<file path="src/rtl/wb_port_arbiter_pkg.sv">
// wb_port_arbiter_pkg
// Shared definitions for the register-file write-port arbiter:
//   - widths of register addresses and data
//   - write-source encoding reported on rf_w_src
//   - starvation FSM state encoding
//   - addr_onehot(): one-hot decode of a register address
package wb_port_arbiter_pkg;

    localparam int ADDR_W = 5;
    localparam int DATA_W = 32;
    localparam int NUM_REGS = 1 << ADDR_W;

    typedef logic [ADDR_W-1:0] reg_addr_t;
    typedef logic [DATA_W-1:0] reg_data_t;

    localparam logic WB_SRC_PIPE = 1'b0;
    localparam logic WB_SRC_LU   = 1'b1;

    localparam logic [1:0] ST_IDLE  = 2'd0;
    localparam logic [1:0] ST_WAIT  = 2'd1;
    localparam logic [1:0] ST_STEAL = 2'd2;

    function automatic logic [NUM_REGS-1:0] addr_onehot(input reg_addr_t a);
        return {{(NUM_REGS-1){1'b0}}, 1'b1} << a;
    endfunction

endpackage

</file>
<file path="src/rtl/wb_port_arbiter_if.sv">
// wb_port_arbiter_if
// Bundles the pipeline write-back request, the long-latency result
// handshake and the register-file write port with its side-band outputs.
//   pipe_w_ena/addr/data     : pipeline write-back request
//   lu_valid/lu_ready/addr/data : long-latency result handshake
//   rf_w_ena/addr/data/src   : registered register-file write
//   pipe_stall_req           : request for one write-back bubble
//   pend_vec                 : registers targeted by live queued results
// master = the side driving requests (pipeline/long-latency unit/bench),
// slave  = the arbiter.
interface wb_port_arbiter_if;
    import wb_port_arbiter_pkg::*;

    logic                pipe_w_ena;
    reg_addr_t           pipe_w_addr;
    reg_data_t           pipe_w_data;
    logic                lu_valid;
    logic                lu_ready;
    reg_addr_t           lu_addr;
    reg_data_t           lu_data;
    logic                rf_w_ena;
    reg_addr_t           rf_w_addr;
    reg_data_t           rf_w_data;
    logic                rf_w_src;
    logic                pipe_stall_req;
    logic [NUM_REGS-1:0] pend_vec;

    modport master (
        output pipe_w_ena, pipe_w_addr, pipe_w_data,
        output lu_valid, lu_addr, lu_data,
        input  lu_ready,
        input  rf_w_ena, rf_w_addr, rf_w_data, rf_w_src,
        input  pipe_stall_req, pend_vec
    );

    modport slave (
        input  pipe_w_ena, pipe_w_addr, pipe_w_data,
        input  lu_valid, lu_addr, lu_data,
        output lu_ready,
        output rf_w_ena, rf_w_addr, rf_w_data, rf_w_src,
        output pipe_stall_req, pend_vec
    );

endinterface

</file>
<file path="src/rtl/wb_port_arbiter_lu.sv">
// wb_lu_fifo
// Queue of long-latency results waiting for a free write slot.
//   clk, resetn          : clock, synchronous active-low reset
//   push/push_addr/data  : enqueue one result at the tail
//   pop                  : remove the head entry
//   kill_ena/kill_addr   : pipeline write this cycle; live entries with the
//                          same destination become dead
//   ready                : count < DEPTH (from registered count only)
//   head_valid/live/addr/data : head entry view
//   pend_vec             : registered OR of one-hot(addr) over live entries
module wb_lu_fifo
    import wb_port_arbiter_pkg::*;
#(
    parameter int DEPTH = 2
) (
    input  logic                clk,
    input  logic                resetn,
    input  logic                push,
    input  reg_addr_t           push_addr,
    input  reg_data_t           push_data,
    input  logic                pop,
    input  logic                kill_ena,
    input  reg_addr_t           kill_addr,
    output logic                ready,
    output logic                head_valid,
    output logic                head_live,
    output reg_addr_t           head_addr,
    output reg_data_t           head_data,
    output logic [NUM_REGS-1:0] pend_vec
);

    localparam int PW = $clog2(DEPTH);
    localparam int CW = $clog2(DEPTH + 1);

    reg_addr_t           addr_q [DEPTH];
    reg_data_t           data_q [DEPTH];
    reg_addr_t           addr_n [DEPTH];
    logic [DEPTH-1:0]    live_q, live_n;
    logic [PW-1:0]       rd_ptr_q, wr_ptr_q;
    logic [CW-1:0]       count_q, count_n;
    logic [NUM_REGS-1:0] pend_q, pend_n;

    assign ready      = (count_q < CW'(DEPTH));
    assign head_valid = (count_q != '0);
    assign head_live  = live_q[rd_ptr_q];
    assign head_addr  = addr_q[rd_ptr_q];
    assign head_data  = data_q[rd_ptr_q];
    assign pend_vec   = pend_q;

    // Next-state live bits: the pipeline write kills older matching entries,
    // a popped slot is cleared, and a same-cycle push is born dead when the
    // pipeline write targets the same register (the pipeline op is younger).
    // pend_vec is then rebuilt from the post-update view.
    always_comb begin
        live_n  = live_q;
        pend_n  = '0;
        count_n = count_q + CW'(push) - CW'(pop);
        for (int i = 0; i < DEPTH; i++) begin
            addr_n[i] = addr_q[i];
            if (kill_ena && live_q[i] && (addr_q[i] == kill_addr)) begin
                live_n[i] = 1'b0;
            end
        end
        if (pop) begin
            live_n[rd_ptr_q] = 1'b0;
        end
        if (push) begin
            addr_n[wr_ptr_q] = push_addr;
            live_n[wr_ptr_q] = !(kill_ena && (kill_addr == push_addr));
        end
        for (int i = 0; i < DEPTH; i++) begin
            if (live_n[i]) begin
                pend_n = pend_n | addr_onehot(addr_n[i]);
            end
        end
    end

    // Control state: pointers wrap naturally at power-of-two DEPTH.
    always_ff @(posedge clk) begin
        if (!resetn) begin
            live_q   <= '0;
            rd_ptr_q <= '0;
            wr_ptr_q <= '0;
            count_q  <= '0;
            pend_q   <= '0;
        end else begin
            live_q  <= live_n;
            count_q <= count_n;
            pend_q  <= pend_n;
            if (pop) begin
                rd_ptr_q <= rd_ptr_q + PW'(1);
            end
            if (push) begin
                wr_ptr_q <= wr_ptr_q + PW'(1);
            end
        end
    end

    // Entry payload needs no reset; validity is tracked by count/live.
    always_ff @(posedge clk) begin
        if (push) begin
            addr_q[wr_ptr_q] <= push_addr;
            data_q[wr_ptr_q] <= push_data;
        end
    end

endmodule

</file>
<file path="src/rtl/wb_port_arbiter.sv">
// wb_port_arbiter
// Shares the register-file write port between pipeline write-back and the
// long-latency unit. Pipeline writes win; queued results drain into idle
// slots; a starvation FSM asks for a bubble when the queue head is blocked
// for STARVE_LIMIT consecutive cycles.
//   clk    : clock
//   resetn : synchronous active-low reset
//   bus    : wb_port_arbiter_if slave modport (all request/write signals)
module wb_port_arbiter
    import wb_port_arbiter_pkg::*;
#(
    parameter int DEPTH        = 2,
    parameter int STARVE_LIMIT = 4
) (
    input logic               clk,
    input logic               resetn,
    wb_port_arbiter_if.slave  bus
);

    localparam logic [3:0] LIMIT = 4'(STARVE_LIMIT);

    logic       fifo_ready, head_valid, head_live, push, pop, blocked;
    reg_addr_t  head_addr;
    reg_data_t  head_data;
    logic       rf_w_ena_q, rf_w_src_q, stall_q;
    reg_addr_t  rf_w_addr_q;
    reg_data_t  rf_w_data_q;
    logic [1:0] state_q, state_n;
    logic [3:0] cnt_q, cnt_n;

    // Results for $0 complete the handshake but are never queued.
    assign push    = bus.lu_valid && fifo_ready && (bus.lu_addr != '0);
    assign pop     = !bus.pipe_w_ena && head_valid;
    assign blocked = bus.pipe_w_ena && head_valid;

    wb_lu_fifo #(.DEPTH(DEPTH)) u_fifo (
        .clk        (clk),
        .resetn     (resetn),
        .push       (push),
        .push_addr  (bus.lu_addr),
        .push_data  (bus.lu_data),
        .pop        (pop),
        .kill_ena   (bus.pipe_w_ena),
        .kill_addr  (bus.pipe_w_addr),
        .ready      (fifo_ready),
        .head_valid (head_valid),
        .head_live  (head_live),
        .head_addr  (head_addr),
        .head_data  (head_data),
        .pend_vec   (bus.pend_vec)
    );

    assign bus.lu_ready       = fifo_ready;
    assign bus.rf_w_ena       = rf_w_ena_q;
    assign bus.rf_w_addr      = rf_w_addr_q;
    assign bus.rf_w_data      = rf_w_data_q;
    assign bus.rf_w_src       = rf_w_src_q;
    assign bus.pipe_stall_req = stall_q;

    // Write slot selection. A dead head is still popped but produces no
    // write, and address/data hold their previous values when idle.
    always_ff @(posedge clk) begin
        if (!resetn) begin
            rf_w_ena_q  <= 1'b0;
            rf_w_addr_q <= '0;
            rf_w_data_q <= '0;
            rf_w_src_q  <= WB_SRC_PIPE;
        end else if (bus.pipe_w_ena) begin
            rf_w_ena_q  <= 1'b1;
            rf_w_addr_q <= bus.pipe_w_addr;
            rf_w_data_q <= bus.pipe_w_data;
            rf_w_src_q  <= WB_SRC_PIPE;
        end else if (head_valid && head_live) begin
            rf_w_ena_q  <= 1'b1;
            rf_w_addr_q <= head_addr;
            rf_w_data_q <= head_data;
            rf_w_src_q  <= WB_SRC_LU;
        end else begin
            rf_w_ena_q  <= 1'b0;
        end
    end

    // Starvation FSM: the first blocked cycle counts as 1, so the bubble
    // request appears after STARVE_LIMIT blocked cycles. Any pop or an
    // empty queue returns to IDLE.
    always_comb begin
        state_n = state_q;
        cnt_n   = cnt_q;
        case (state_q)
            ST_IDLE: begin
                cnt_n = '0;
                if (blocked) begin
                    cnt_n   = 4'd1;
                    state_n = (4'd1 >= LIMIT) ? ST_STEAL : ST_WAIT;
                end
            end
            ST_WAIT: begin
                if (!head_valid || pop) begin
                    state_n = ST_IDLE;
                    cnt_n   = '0;
                end else if (blocked) begin
                    cnt_n = cnt_q + 4'd1;
                    if (cnt_n >= LIMIT) begin
                        state_n = ST_STEAL;
                    end
                end
            end
            ST_STEAL: begin
                if (!head_valid || pop) begin
                    state_n = ST_IDLE;
                    cnt_n   = '0;
                end
            end
            default: begin
                state_n = ST_IDLE;
                cnt_n   = '0;
            end
        endcase
    end

    // State register; the bubble request is registered off the next state.
    always_ff @(posedge clk) begin
        if (!resetn) begin
            state_q <= ST_IDLE;
            cnt_q   <= '0;
            stall_q <= 1'b0;
        end else begin
            state_q <= state_n;
            cnt_q   <= cnt_n;
            stall_q <= (state_n == ST_STEAL);
        end
    end

endmodule
</file>
<file path="src/flat_wrapper.sv">
// flat-port wrapper written by rule: the top's interface ports become plain ports
module wb_port_arbiter_flat import wb_port_arbiter_pkg::*;
#(
    parameter int DEPTH        = 2,
    parameter int STARVE_LIMIT = 4
)
  (clk, resetn, bus_pipe_w_ena, bus_pipe_w_addr, bus_pipe_w_data, bus_lu_valid, bus_lu_addr, bus_lu_data, bus_lu_ready, bus_rf_w_ena, bus_rf_w_addr, bus_rf_w_data, bus_rf_w_src, bus_pipe_stall_req, bus_pend_vec);
  wb_port_arbiter_if bus_i ();
  input logic clk;
  input logic resetn;
  input wire logic [$bits(bus_i.pipe_w_ena)-1:0] bus_pipe_w_ena;
  input wire logic [$bits(bus_i.pipe_w_addr)-1:0] bus_pipe_w_addr;
  input wire logic [$bits(bus_i.pipe_w_data)-1:0] bus_pipe_w_data;
  input wire logic [$bits(bus_i.lu_valid)-1:0] bus_lu_valid;
  input wire logic [$bits(bus_i.lu_addr)-1:0] bus_lu_addr;
  input wire logic [$bits(bus_i.lu_data)-1:0] bus_lu_data;
  output wire logic [$bits(bus_i.lu_ready)-1:0] bus_lu_ready;
  output wire logic [$bits(bus_i.rf_w_ena)-1:0] bus_rf_w_ena;
  output wire logic [$bits(bus_i.rf_w_addr)-1:0] bus_rf_w_addr;
  output wire logic [$bits(bus_i.rf_w_data)-1:0] bus_rf_w_data;
  output wire logic [$bits(bus_i.rf_w_src)-1:0] bus_rf_w_src;
  output wire logic [$bits(bus_i.pipe_stall_req)-1:0] bus_pipe_stall_req;
  output wire logic [$bits(bus_i.pend_vec)-1:0] bus_pend_vec;
  assign bus_i.pipe_w_ena = bus_pipe_w_ena;
  assign bus_i.pipe_w_addr = bus_pipe_w_addr;
  assign bus_i.pipe_w_data = bus_pipe_w_data;
  assign bus_i.lu_valid = bus_lu_valid;
  assign bus_i.lu_addr = bus_lu_addr;
  assign bus_i.lu_data = bus_lu_data;
  assign bus_lu_ready = bus_i.lu_ready;
  assign bus_rf_w_ena = bus_i.rf_w_ena;
  assign bus_rf_w_addr = bus_i.rf_w_addr;
  assign bus_rf_w_data = bus_i.rf_w_data;
  assign bus_rf_w_src = bus_i.rf_w_src;
  assign bus_pipe_stall_req = bus_i.pipe_stall_req;
  assign bus_pend_vec = bus_i.pend_vec;
  wb_port_arbiter #(.DEPTH(DEPTH), .STARVE_LIMIT(STARVE_LIMIT)) u_core (.clk(clk), .resetn(resetn), .bus(bus_i));
endmodule
</file>
<file path="config.mk">
export PLATFORM = sky130hd
export DESIGN_NAME = wb_port_arbiter_flat
export DESIGN_NICKNAME = d
export VERILOG_FILES = /design/src/rtl/wb_port_arbiter_pkg.sv /design/src/rtl/wb_port_arbiter_if.sv /design/src/rtl/wb_port_arbiter_lu.sv /design/src/rtl/wb_port_arbiter.sv /design/src/flat_wrapper.sv
export SDC_FILE = /design/constraint.sdc
export NUM_CORES = 1
export LEC_CHECK = 0
export ABC_AREA = 1
export BUFFER_PORTS_ARGS = -buffer_cell sky130_fd_sc_hd__buf_2
export CAP_MARGIN = 20
export CELL_PAD_IN_SITES_DETAIL_PLACEMENT = 1
export CELL_PAD_IN_SITES_GLOBAL_PLACEMENT = 1
export CORE_MARGIN = 8
export CORE_UTILIZATION = 25
export CTS_BUF_LIST = sky130_fd_sc_hd__clkbuf_16
export DETAILED_ROUTE_END_ITERATION = 10
export PLACE_DENSITY_LB_ADDON = 0.2
export SLEW_MARGIN = 20
export SYNTH_ARGS = -nofsm -noshare
export SYNTH_HDL_FRONTEND = slang
export SYNTH_SLANG_ARGS = --single-unit
export TNS_END_PERCENT = 5
</file>
<file path="constraint.sdc">
create_clock -name clk -period 2.1 [get_ports clk]
set_clock_uncertainty 0.2 [all_clocks]
set_input_delay 0.21 -clock clk [delete_from_list [all_inputs] [get_ports clk]]
set_output_delay 0.21 -clock clk [all_outputs]
set_load 0.01 [all_outputs]
</file>
== Word level (Yosys, flattened, before mapping) ==
Memories as Yosys holds them, arrays and structs flattened. A register that Yosys moved wholly into a read port is not among the register bits.
Index checks and enable logic that the tools add are counted.

* Add/sub/neg operators: 5
* Magnitude comparators: 8
* Equal/unequal tests: 8
* Shift operators: 2
* Mux-type cells: 40
* Bitwise operators: 5
* Reductions and logical operators: 23

{| class="wikitable"
|+ Operator list
! cell !! number
|-
| 32-bit 2-to-1 mux || 4
|-
| 1-bit by 5-bit << shifter with 32-bit output, first input constant || 2
|-
| 32-bit bitwise OR || 1
|-
| 5-bit equality test || 3
|-
| 1-bit 2-to-1 mux || 15
|-
| 5-bit 2-to-1 mux || 3
|-
| 2-bit 2-to-1 mux || 7
|-
| 1-bit logical AND || 13
|-
| 4-bit 2-to-1 mux || 3
|-
| 4-bit one-hot mux with 3 select lines || 1
|-
| 10-bit bitwise mux || 1
|-
| 10-bit 2-to-1 mux || 1
|-
| 2-bit one-hot mux with 3 select lines || 1
|-
| 5-bit demux with 1-bit select || 1
|-
| 5-bit nonzero test || 1
|-
| 4-bit by 1-bit adder with 4-bit output, second input constant || 1
|-
| 2-bit equality test, second input constant || 2
|-
| 4-bit by 3-bit greater-or-equal comparator with 1-bit output, second input constant || 1
|-
| 1-bit by 2-bit less-than comparator with 1-bit output, second input constant || 2
|-
| 2-bit nonzero test || 2
|-
| 1-bit zero test || 3
|-
| 3-bit by 1-bit inequality test with 1-bit output, second input constant || 1
|-
| 1-bit adder, second input constant || 2
|-
| 2-bit by 1-bit adder with 2-bit output || 1
|-
| other kinds (17) || 19
|}

* Register bits after elaboration: 84
* Bits in writable memories: 74
* Input port bits: 78
* Output and inout port bits: 73
* Word-level logic and storage cells: 105
* Memories: 2

{| class="wikitable"
|+ Memory list
! name !! words !! width !! rd ports !! clocked after memory_dff !! write ports !! line !! RTL
|-
| u_core.u_fifo.data_q || 2 || 32 || 1 || 1 || 1 || wb_port_arbiter_lu.sv:36 || <nowiki>reg_data_t data_q [DEPTH];</nowiki>
|-
| u_core.u_fifo.addr_q || 2 || 5 || 3 || 1 || 1 || wb_port_arbiter_lu.sv:35 || <nowiki>reg_addr_t addr_q [DEPTH];</nowiki>
|}

== Logic depth before layout (Yosys ltp) ==
Gate-level depths: netlist of the first run.

* Depth after elaboration: 12
* Depth in mapped cells: 13
* Depth with buffers taken out: 12

== By module ==
A second synthesis of the first run with hierarchy kept.

* Cell total of the unflattened synthesis: 889
* Area, all modules: 7377.1 um^2

{| class="wikitable"
|+ Modules (own cells, without submodules)
! module !! instances !! cells an instance !! area an instance (um^2) !! sequential area each (um^2)
|-
| wb_lu_fifo || 1 || 548 || 5165.0 || 3002.9
|-
| wb_port_arbiter || 1 || 341 || 2212.1 || 920.9
|}

== Worst setup path before layout of the first run ==
Ideal clock, no wire load.

* Path kind: register to register
* Start: reg u_core.u_fifo.count_q[1]
* End: reg u_core.u_fifo.pend_q[6], in the netlist u_core.u_fifo.pend_vec[6]
* Library setup time: 0.065 ns
* Data arrival time: 1.952 ns
* Data required time: 1.835 ns
* Slack: -0.117 ns
* Cell stages (with the launch flop): 11
* Buffers on the path: 1
* Clock period less this slack: 2.217 ns
* Cells stage by stage: dfxtp_1 nor2_8 nand3_4 inv_2 nand2_1 nand2_1 nand2_1 buf_4 nor2_1 nor2_1 nor2_1

* Word-level cells in the longest chain between the ends: 8
* Elaborated cells between the ends (all ways): 14

{| class="wikitable"
|+ RTL lines
! what !! line !! RTL
|-
| from (decl) || wb_port_arbiter_lu.sv:40 || <nowiki>logic [CW-1:0] count_q, count_n;</nowiki>
|-
| from (signal assigned) || wb_port_arbiter_lu.sv:88 || <nowiki>count_q <= count_n;</nowiki>
|-
| 2-bit less-than comparator or 2-bit nonzero test (tied branches) || wb_port_arbiter_lu.sv:43, wb_port_arbiter_lu.sv:44 ||
|-
| 1-bit logical AND, on equally long branches || wb_port_arbiter.sv:32, wb_port_arbiter.sv:33 ||
|-
| 1-bit logical AND or 2-bit 2-to-1 mux (tied branches) || wb_port_arbiter.sv:32, wb_port_arbiter_lu.sv:64 ||
|-
| 10-bit 2-to-1 mux or 2-bit bitwise mux (tied branches) || wb_port_arbiter_lu.sv:67, wb_port_arbiter_lu.sv:69 ||
|-
| 1-bit by 5-bit << shifter with 32-bit output or 2-bit 2-to-1 mux (tied branches) || wb_port_arbiter_pkg.sv:24, wb_port_arbiter_lu.sv:67 ||
|-
| 32-bit 2-to-1 mux || wb_port_arbiter_lu.sv:72 || <nowiki>if (live_n[i]) begin</nowiki>
|-
| 32-bit bitwise OR || wb_port_arbiter_lu.sv:73 || <nowiki>pend_n = pend_n | addr_onehot(addr_n[i]);</nowiki>
|-
| 32-bit 2-to-1 mux * || wb_port_arbiter_lu.sv:72 ||
|-
| to (signal assigned) || wb_port_arbiter_lu.sv:89 || <nowiki>pend_q <= pend_n;</nowiki>
|-
| to (decl) || wb_port_arbiter_lu.sv:41 || <nowiki>logic [NUM_REGS-1:0] pend_q, pend_n;</nowiki>
|}

Mark *: on every way between the ends. The rest lies on a longest branch, timed or not.
A chain may end at the register's enable or synchronous reset.

== Worst setup path in the final report of the first run ==
* Start: reg u_core.u_fifo.wr_ptr_q
* End: reg u_core.u_fifo.pend_q[17], in the netlist u_core.u_fifo.pend_vec[17]

* Word-level cells in the longest chain between the ends: 11
* Elaborated cells between the ends (all ways): 20

{| class="wikitable"
|+ RTL lines
! what !! line !! RTL
|-
| from (decl) || wb_port_arbiter_lu.sv:39 || <nowiki>logic [PW-1:0] rd_ptr_q, wr_ptr_q;</nowiki>
|-
| from (signal assigned) || wb_port_arbiter_lu.sv:94 || <nowiki>wr_ptr_q <= wr_ptr_q + PW'(1);</nowiki>
|-
| 1-bit inverter with 2-bit output (implied by the code) || wb_port_arbiter_lu.sv:68 || <nowiki>addr_n[wr_ptr_q] = push_addr;</nowiki>
|-
| 2-bit greater-or-equal comparator (implied by the code) or 2-bit by 1-bit less-than comparator with 1-bit output (tied branches) || wb_port_arbiter_lu.sv:68 ||
|-
| 1-bit logical AND (implied by the code) || wb_port_arbiter_lu.sv:68 ||
|-
| 5-bit 2-to-1 mux (implied by the code) || wb_port_arbiter_lu.sv:68 ||
|-
| 5-bit demux with 1-bit select || wb_port_arbiter_lu.sv:68 ||
|-
| 10-bit bitwise mux || wb_port_arbiter_lu.sv:68 ||
|-
| 10-bit 2-to-1 mux || wb_port_arbiter_lu.sv:67 || <nowiki>if (push) begin</nowiki>
|-
| 1-bit by 5-bit << shifter with 32-bit output || wb_port_arbiter_pkg.sv:24 || <nowiki>return {{(NUM_REGS-1){1'b0}}, 1'b1} << a;</nowiki>
|-
| 32-bit 2-to-1 mux || wb_port_arbiter_lu.sv:72 ||
|-
| 32-bit bitwise OR || wb_port_arbiter_lu.sv:73 ||
|-
| 32-bit 2-to-1 mux * || wb_port_arbiter_lu.sv:72 ||
|}

Marks and branches as above.

==> flow_metrics.tcl, run 1 <==
set metrics [dict create \
    status "completed" \
    core_um2 27600 \
    cts.clk_slew.worst_paths_ns 0.08 \
    finalNonFillerCells 1432 \
    ir_drop_mv 0.383 \
    netlist.area_leader.share_pct 32.0 \
    wl_met1_um 10200 \
    grt_usage_pct 13.6 \
    die_area_um2 33400 \
    clockBufferDepth 2 \
    crit_path_max_fanout 9 \
    relSlewSlack_pct 66.9 \
    drv_cap 0 \
    wl_met2_um 10300 \
    r2r-end "u_core.u_fifo.pend_vec[17]" \
    setup_viol 0 \
    layout_common_cells "nand2_1 (182), buf_2 (150), nor2_1 (123)" \
    finalWirelength_um 22200 \
    placementRows 61 \
    crit_type "flip-flop to flip-flop" \
    drt_first_pass_iters 5 \
    grt_pass1_vias 6670 \
    power.density_nw_per_um2 1000 \
    ys_seq_area_share_pct 56.5 \
    hold_path_depth 4 \
    die_w_um 183 \
    seq_power_share_pct 40.2 \
    final_core_util_pct 35.0 \
    period_needed_ns 1.95 \
    min_period_over_period_pct 93.0 \
    routed-wl-met3_um 1100 \
    r2r_cells 10 \
    fmax_mhz 512 \
    ios 151 \
    critPathArrivalTime_ns 2.11 \
    post-route-drc-count 0 \
    clk_latency_ns 0.43 \
    critPathSlowestCell "dfxtp_4" \
    hold_viol 0 \
    min_from "resetn" \
    die-height_um 183 \
    critPathRequiredTime_ns 2.26 \
    initial_utilization_pct 25.2 \
    fillers 3287 \
    final_common_cell "nand2_1" \
    pre_cts_ws_ns -0.00135 \
    top_layer "met5" \
    rsz0062_at_grt "false" \
    holdCritPathClass "primary input to flip-flop" \
    synth_cell_types 33 \
    p_clk_share_pct 33.2 \
    hold-path-endpoint "u_core.u_fifo.count_q[0]" \
    max_stage_delay_ns 0.37 \
    io_buffers 150 \
    crit_family "simple AND/OR/NAND/NOR gates" \
    root_buffer "clkbuf_16" \
    tritoncts "built" \
    clkSinkCount 159 \
    yosys_warnings 0 \
    swShare_pct 35.5 \
    leakage_nw 4.07 \
    fin_nets 1121 \
    endpoint_kind "flip-flop" \
    drtAntennaViolNets 0 \
    yosysTopAreaCell "edfxtp_1" \
    tns_ns 0 \
    power.internal_mw 6.24 \
    slew_viol_final 0 \
    crit_top_cell "nor2_1" \
    multi_input_area_um2 2630 \
    syn_nets 892 \
    syn_inst 811 \
    grt_max_degree 70 \
    layout-drive-gt1-share_pct 24.6 \
    pwr-share-comb_pct 26.6 \
    grt_pass1_wl_um 35900 \
    antenna_found_initial 2 \
    grt_overflow_total 0 \
    dp_hpwl_um 15800 \
    ys_seq_elements 159 \
    numCtsBuffers 17 \
    htreeDepth 4 \
    power_mw 9.68 \
    cp_cell_sequence "buf_4 -> o21ai_1 -> nand3_1 -> nand2_2 -> nand2_1 -> nor2_2 -> nand2_1 -> nor2_1 -> nor2_1 -> nor2_1" \
    setup_ws_ns 0.146 \
    ys_top_cells_by_area "edfxtp_1 (32%), dfxtp_1 (25%), nand2_1 (9.8%)" \
    routabilityCongestion 0.786 \
    r2r_setup_slack_ns 0.15 \
    avgSynthCellArea_um2 8.56 \
    netlist_area_um2 6940 \
    tightest_slew_ns 0.493 \
    vias_per_cell 4.34 \
    ff_latch_area_um2 3930 \
    placed_cells 1329 \
    vias 6222 \
    drt-wirelength-per-cell_um 15.5 \
    critPathBufInv 1 \
    drtIter0Drc 245 \
    area_delta_synth_final_pct 38.9 \
    post_cts_buffers 0 \
    p_sw_mw 3.44 \
    reg2reg_from "u_core.u_fifo.wr_ptr_q" \
    start_kind "flip-flop" \
]
-- synthesized netlist by cell type --
library cell	number
a2111oi_0	2
nand3_2	2
nand2_4	3
a21oi_4	1
a21oi_1	57
nand3_4	2
ha_1	3
buf_1	3
o21ai_0	84
nor2_4	2
o21ai_1	1
nand4_1	6
mux2i_1	1
xnor2_1	1
nor2_1	123
inv_2	7
nor2_2	4
inv_1	42
o211ai_1	5
nand2_2	17
nor3_1	4
clkbuf_1	25
nand2_1	182
buf_6	4
nand3_1	55
o21ai_2	2
buf_2	6
dfxtp_1	85
xor2_1	2
nor2_8	1
buf_4	3
nor3_2	2
edfxtp_1	74
-- registers in the layout (all words and copies together), names as in the netlist, 2 cells and up, named ones only --
| register | count |
|---|---|
| u_core.state_q | 2 |
| u_core.u_fifo.addr_q | 10 |
| u_core.cnt_q | 4 |
| u_core.bus.rf_w_addr | 5 |
| u_core.bus.rf_w_data | 32 |
| u_core.u_fifo.pend_vec | 32 |
| u_core.u_fifo.count_q | 2 |
| u_core.u_fifo.data_q | 64 |
| u_core.u_fifo.live_q | 2 |
-- cell type report --
class / count / share of cell area [%]
tap: 378 / 4.90
clock buffer: 17 / 4.41
multi-input combinational: 562 / 27.3
antenna: 1 / 0.0259
clock inverter: 15 / 2.17
timing repair buffer: 251 / 18.5
sequential: 159 / 40.7
inverter: 49 / 1.96
-- timing repair --
item | in CTS | in global routing
resized for setup | 1 | 4
hold buffers | 70 | 0
cloned | 0 | 0
endpoints found under the setup margin | 5 | 31
hold endpoints to repair | 107 | 0
-- how the worst max path moves through the flow --
| stage | slack (ns) | endpoint | startpoint | cells past startpoint |
|---|---|---|---|---|
| after floorplan | 0.08 | u_core.u_fifo.pend_vec[6] | u_core.u_fifo.count_q[1] | 10 |
| final | 0.15 | u_core.u_fifo.pend_vec[17] | u_core.u_fifo.wr_ptr_q | 10 |
| after detailed placement | -0.001 | u_core.u_fifo.pend_vec[17] | u_core.u_fifo.wr_ptr_q | 10 |
| after CTS | 0.008 | u_core.u_fifo.pend_vec[17] | u_core.u_fifo.wr_ptr_q | 11 |
| after global placement | 0.02 | u_core.u_fifo.pend_vec[9] | u_core.u_fifo.wr_ptr_q | 9 |
| after global routing | 0.009 | u_core.u_fifo.pend_vec[17] | u_core.u_fifo.addr_q[0][1] | 10 |
-- power groups by stage --
| stage | Clock [mW] | Combinational [mW] | Sequential, mW |
|---|---|---|---|
| floorplan | 0 | 1.52 | 3.97 |
| global route | 3.41 | 2.91 | 3.94 |
| finish | 3.21 | 2.58 | 3.89 |
| detailed placement | 0 | 2.53 | 3.96 |
| CTS | 3.31 | 2.65 | 3.89 |
| global placement | 0 | 2.50 | 3.95 |
-- worst register-to-register path, delay by kind of cell (launching register included) --
| kind | cells | cell delay (ns) |
|---|---|---|
| compound gates | 1 | 0.27 |
| buf+inv | 1 | 0.17 |
| simple gates | 8 | 0.86 |
| flops | 1 | 0.37 |
-- routing by layer --
metal	up-vias	global-route usage [%]
met1	2904	16.5
met5	-	0
met4	2	5.21
met2	126	22.5
met3	29	3.68
li1	3161	-
-- through the flow --
step / instance area [um^2] / hold WS (ns)
after floorplan: 6950 / 0.109
after global placement: 8300 / 0.198
after detailed placement: 8300 / 0.202
after CTS: 9640 / 0.0451
after global routing: 9650 / 0.0598
final: 9650 / 0.0585
-- logic make-up (layout without fill, tap and decap cells) --
group	after synthesis	after routing	share of synthesized area, %
adders and majority gates	3	3	0.541
buffers and inverters	90	332	5.57
AOI/OAI and AO/OA	152	152	11.5
xor gates and xnor gates	3	3	0.378
muxes	1	1	0.144
DFF	159	159	56.5
and+or+nand+nor	403	403	25.4
other	0	1	0
Power figures use the tool's default switching activity.
==> run 2: changes to the inputs <==
--- a/config.mk
+++ b/config.mk
@@ -10,7 +10,7 @@
 export CAP_MARGIN = 20
 export CELL_PAD_IN_SITES_DETAIL_PLACEMENT = 1
 export CELL_PAD_IN_SITES_GLOBAL_PLACEMENT = 1
-export CORE_MARGIN = 8
+export CORE_ASPECT_RATIO = 0.8
 export CORE_UTILIZATION = 25
 export CTS_BUF_LIST = sky130_fd_sc_hd__clkbuf_16
 export DETAILED_ROUTE_END_ITERATION = 10
==> run 2 against run 1 <==
The flow now finishes with violations (DRC); clock-buffer cell count unchanged; first-iteration DRC count decreased by 9.0%; register-to-register slack got worse by 0.03 ns; sequential share of layout area decreased by 0.75 points; highest routed layer is now met4; sequential power about the same; critical path type unchanged; largest cell class unchanged; sequential cell count unchanged.
==> flow_metrics.tcl, run 2 (synthesized netlist as in run 1, its figures left out) <==
set metrics [dict create \
    final_common_cell "nand2_1" \
    seq_power_share_pct 39.5 \
    drt-wirelength-per-cell_um 15.3 \
    tightest_slew_ns 0.587 \
    fmax_mhz 503 \
    tritoncts "built" \
    period_needed_ns 1.99 \
    place_area_um2 8470 \
    clockBufferDepth 2 \
    r2r-end "u_core.u_fifo.count_q[1]" \
    grt_usage_pct 16.1 \
    layout-drive-gt1-share_pct 26.5 \
    dp_hpwl_um 15300 \
    fin_area_um2 9820 \
    fillers 3281 \
    min_period_over_period_pct 94.7 \
    clkSinkCount 159 \
    endpoint_kind "flip-flop" \
    htreeDepth 4 \
    crit_top_cell "ha_1" \
    fin_nets 1143 \
    finalWirelength_um 22100 \
    swShare_pct 33.0 \
    cts.clk_slew.worst_paths_ns 0.07 \
    crit_start "u_core.u_fifo.count_q[1]" \
    setup_ws_ns 0.112 \
    root_buffer "clkbuf_16" \
    diodes 0 \
    grt_pass1_vias 6344 \
    drv_cap 0 \
    critPathArrivalTime_ns 2.10 \
    vias 6308 \
    ff_latch_area_um2 3930 \
    crit_path_max_fanout 7 \
    violations "DRC" \
    relSlewSlack_pct 60.9 \
    cp_cell_sequence "nor2_8 -> nand2_4 -> buf_4 -> ha_1 -> inv_1 -> ha_1 -> xor2_1 -> o21ai_0 -> a21oi_1" \
    post-route-drc-count 1 \
    p_sw_mw 3.24 \
    core_um2 27300 \
    drtAntennaViolNets 0 \
    start_kind "flip-flop" \
    largest_reg_flops 64 \
    r2r_cells 9 \
    die_area_um2 28500 \
    status "complete, but fails checks" \
    die-height_um 151 \
    drt_first_pass_iters 9 \
    pwr-share-comb_pct 27.9 \
    reg2reg_from "u_core.u_fifo.count_q[1]" \
    grt_pass1_wl_um 35300 \
    grt_max_degree 75 \
    holdCritPathClass "primary input to flip-flop" \
    antenna_found_initial 0 \
    slew_viol_final 0 \
    layout_common_cells "nand2_1 (181), buf_2 (149), nor2_1 (120)" \
    rsz0062_at_grt "true" \
    max_stage_delay_ns 0.39 \
    placementRows 54 \
    final_core_util_pct 36.0 \
    power_mw 9.83 \
    largest_register "u_core.u_fifo.data_q" \
    vias_per_cell 4.38 \
    multi_input_area_um2 2680 \
    critPathRequiredTime_ns 2.21 \
    grt_overflow_total 0 \
    io_buffers 150 \
    hold_viol 0 \
    critPathSlowestCell "dfxtp_2" \
    crit_type "flip-flop to flip-flop" \
    power.internal_mw 6.58 \
    tns_ns 0 \
    leakage_nw 4.19 \
    die_w_um 188 \
    routabilityCongestion 0.770 \
    setup_viol 0 \
    clk_latency_ns 0.43 \
    r2r_setup_slack_ns 0.11 \
    power.density_nw_per_um2 1000 \
    numCtsBuffers 17 \
    p_clk_share_pct 32.6 \
    pre_cts_ws_ns -0.0451 \
    area_delta_synth_final_pct 41.4 \
    ir_drop_mv 0.597 \
    drtIter0Drc 223 \
    initial_utilization_pct 25.4 \
    crit_end "u_core.u_fifo.count_q[1]" \
    ios 151 \
]
## run 2: changes by cell type in the layout (fill, tap and decap cells not counted), sizes merged
cell,before,now
buf,181,203
inv,54,56
clkinvlp,0,2
bufinv,0,3
diode,1,0
clkinv,10,3
## run 2: power by group through the flow
stage                     registers (mW)  logic [mW]  clock network [mW]
after global routing                3.92        3.08                3.41
after detailed placement            3.94        2.63                   0
final                               3.88        2.75                3.20
after floorplan                     3.97        1.52                   0
after CTS                           3.88        2.76                3.30
after global placement              3.93        2.60                   0
## run 2: area by class of cell
| cell class | count | area share [%] |
|---|---|---|
| clock inverter | 15 | 1.73 |
| inverter | 49 | 1.92 |
| sequential | 159 | 40.0 |
| tap | 364 | 4.64 |
| clock buffer | 17 | 4.33 |
| timing repair buffer | 273 | 20.1 |
| multi-input combinational | 562 | 27.3 |
## run 2: worst min-delay path by stage
stage / slack [ns] / to / depth (start not counted) / startpoint
after floorplan: 0.11 / u_core.u_fifo.addr_q[0][0] / 0 / bus_lu_addr[0]
after global placement: 0.20 / u_core.u_fifo.data_q[0][2] / 1 / bus_lu_data[2]
after detailed placement: 0.20 / u_core.u_fifo.data_q[1][21] / 1 / bus_lu_data[21]
after CTS: 0.05 / u_core.bus.rf_w_addr[0] / 5 / bus_pipe_w_addr[0]
after global routing: 0.08 / u_core.bus.rf_w_addr[0] / 5 / bus_pipe_w_addr[0]
final: 0.08 / u_core.bus.rf_w_addr[0] / 5 / bus_pipe_w_addr[0]
## run 2: per-stage QoR
stage,hold slack [ns],cells
after floorplan,0.109,811
after global placement,0.198,1336
after detailed placement,0.201,1336
after CTS,0.0496,1438
after global routing,0.0808,1439
final,0.0751,1439
## run 2: what timing repair did
item / in CTS / in global routing
pin swaps: 0 / 2
resized for setup: 3 / 13
endpoints found under the hold margin: 107 / 0
hold buffers: 70 / 0
endpoints found under the setup margin: 6 / 31
buffers inserted: 0 / 1
## run 2: critical path, delay by kind of cell (launching register included)
kind,cells,cell delay (ns)
xor+xnor,1,0.15
buf+inv,2,0.20
fa+ha+maj,2,0.44
flops,1,0.39
compound gates,2,0.23
simple gates,2,0.26
## run 2: routing by layer
| metal | track usage (%) | part of all wire, % |
|---|---|---|
| met1 | 23.0 | 52 |
| met2 | 24.8 | 44 |
| met3 | 3.01 | 3.1 |
| met4 | 4.35 | 0.80 |
| met5 | 0 | 0 |
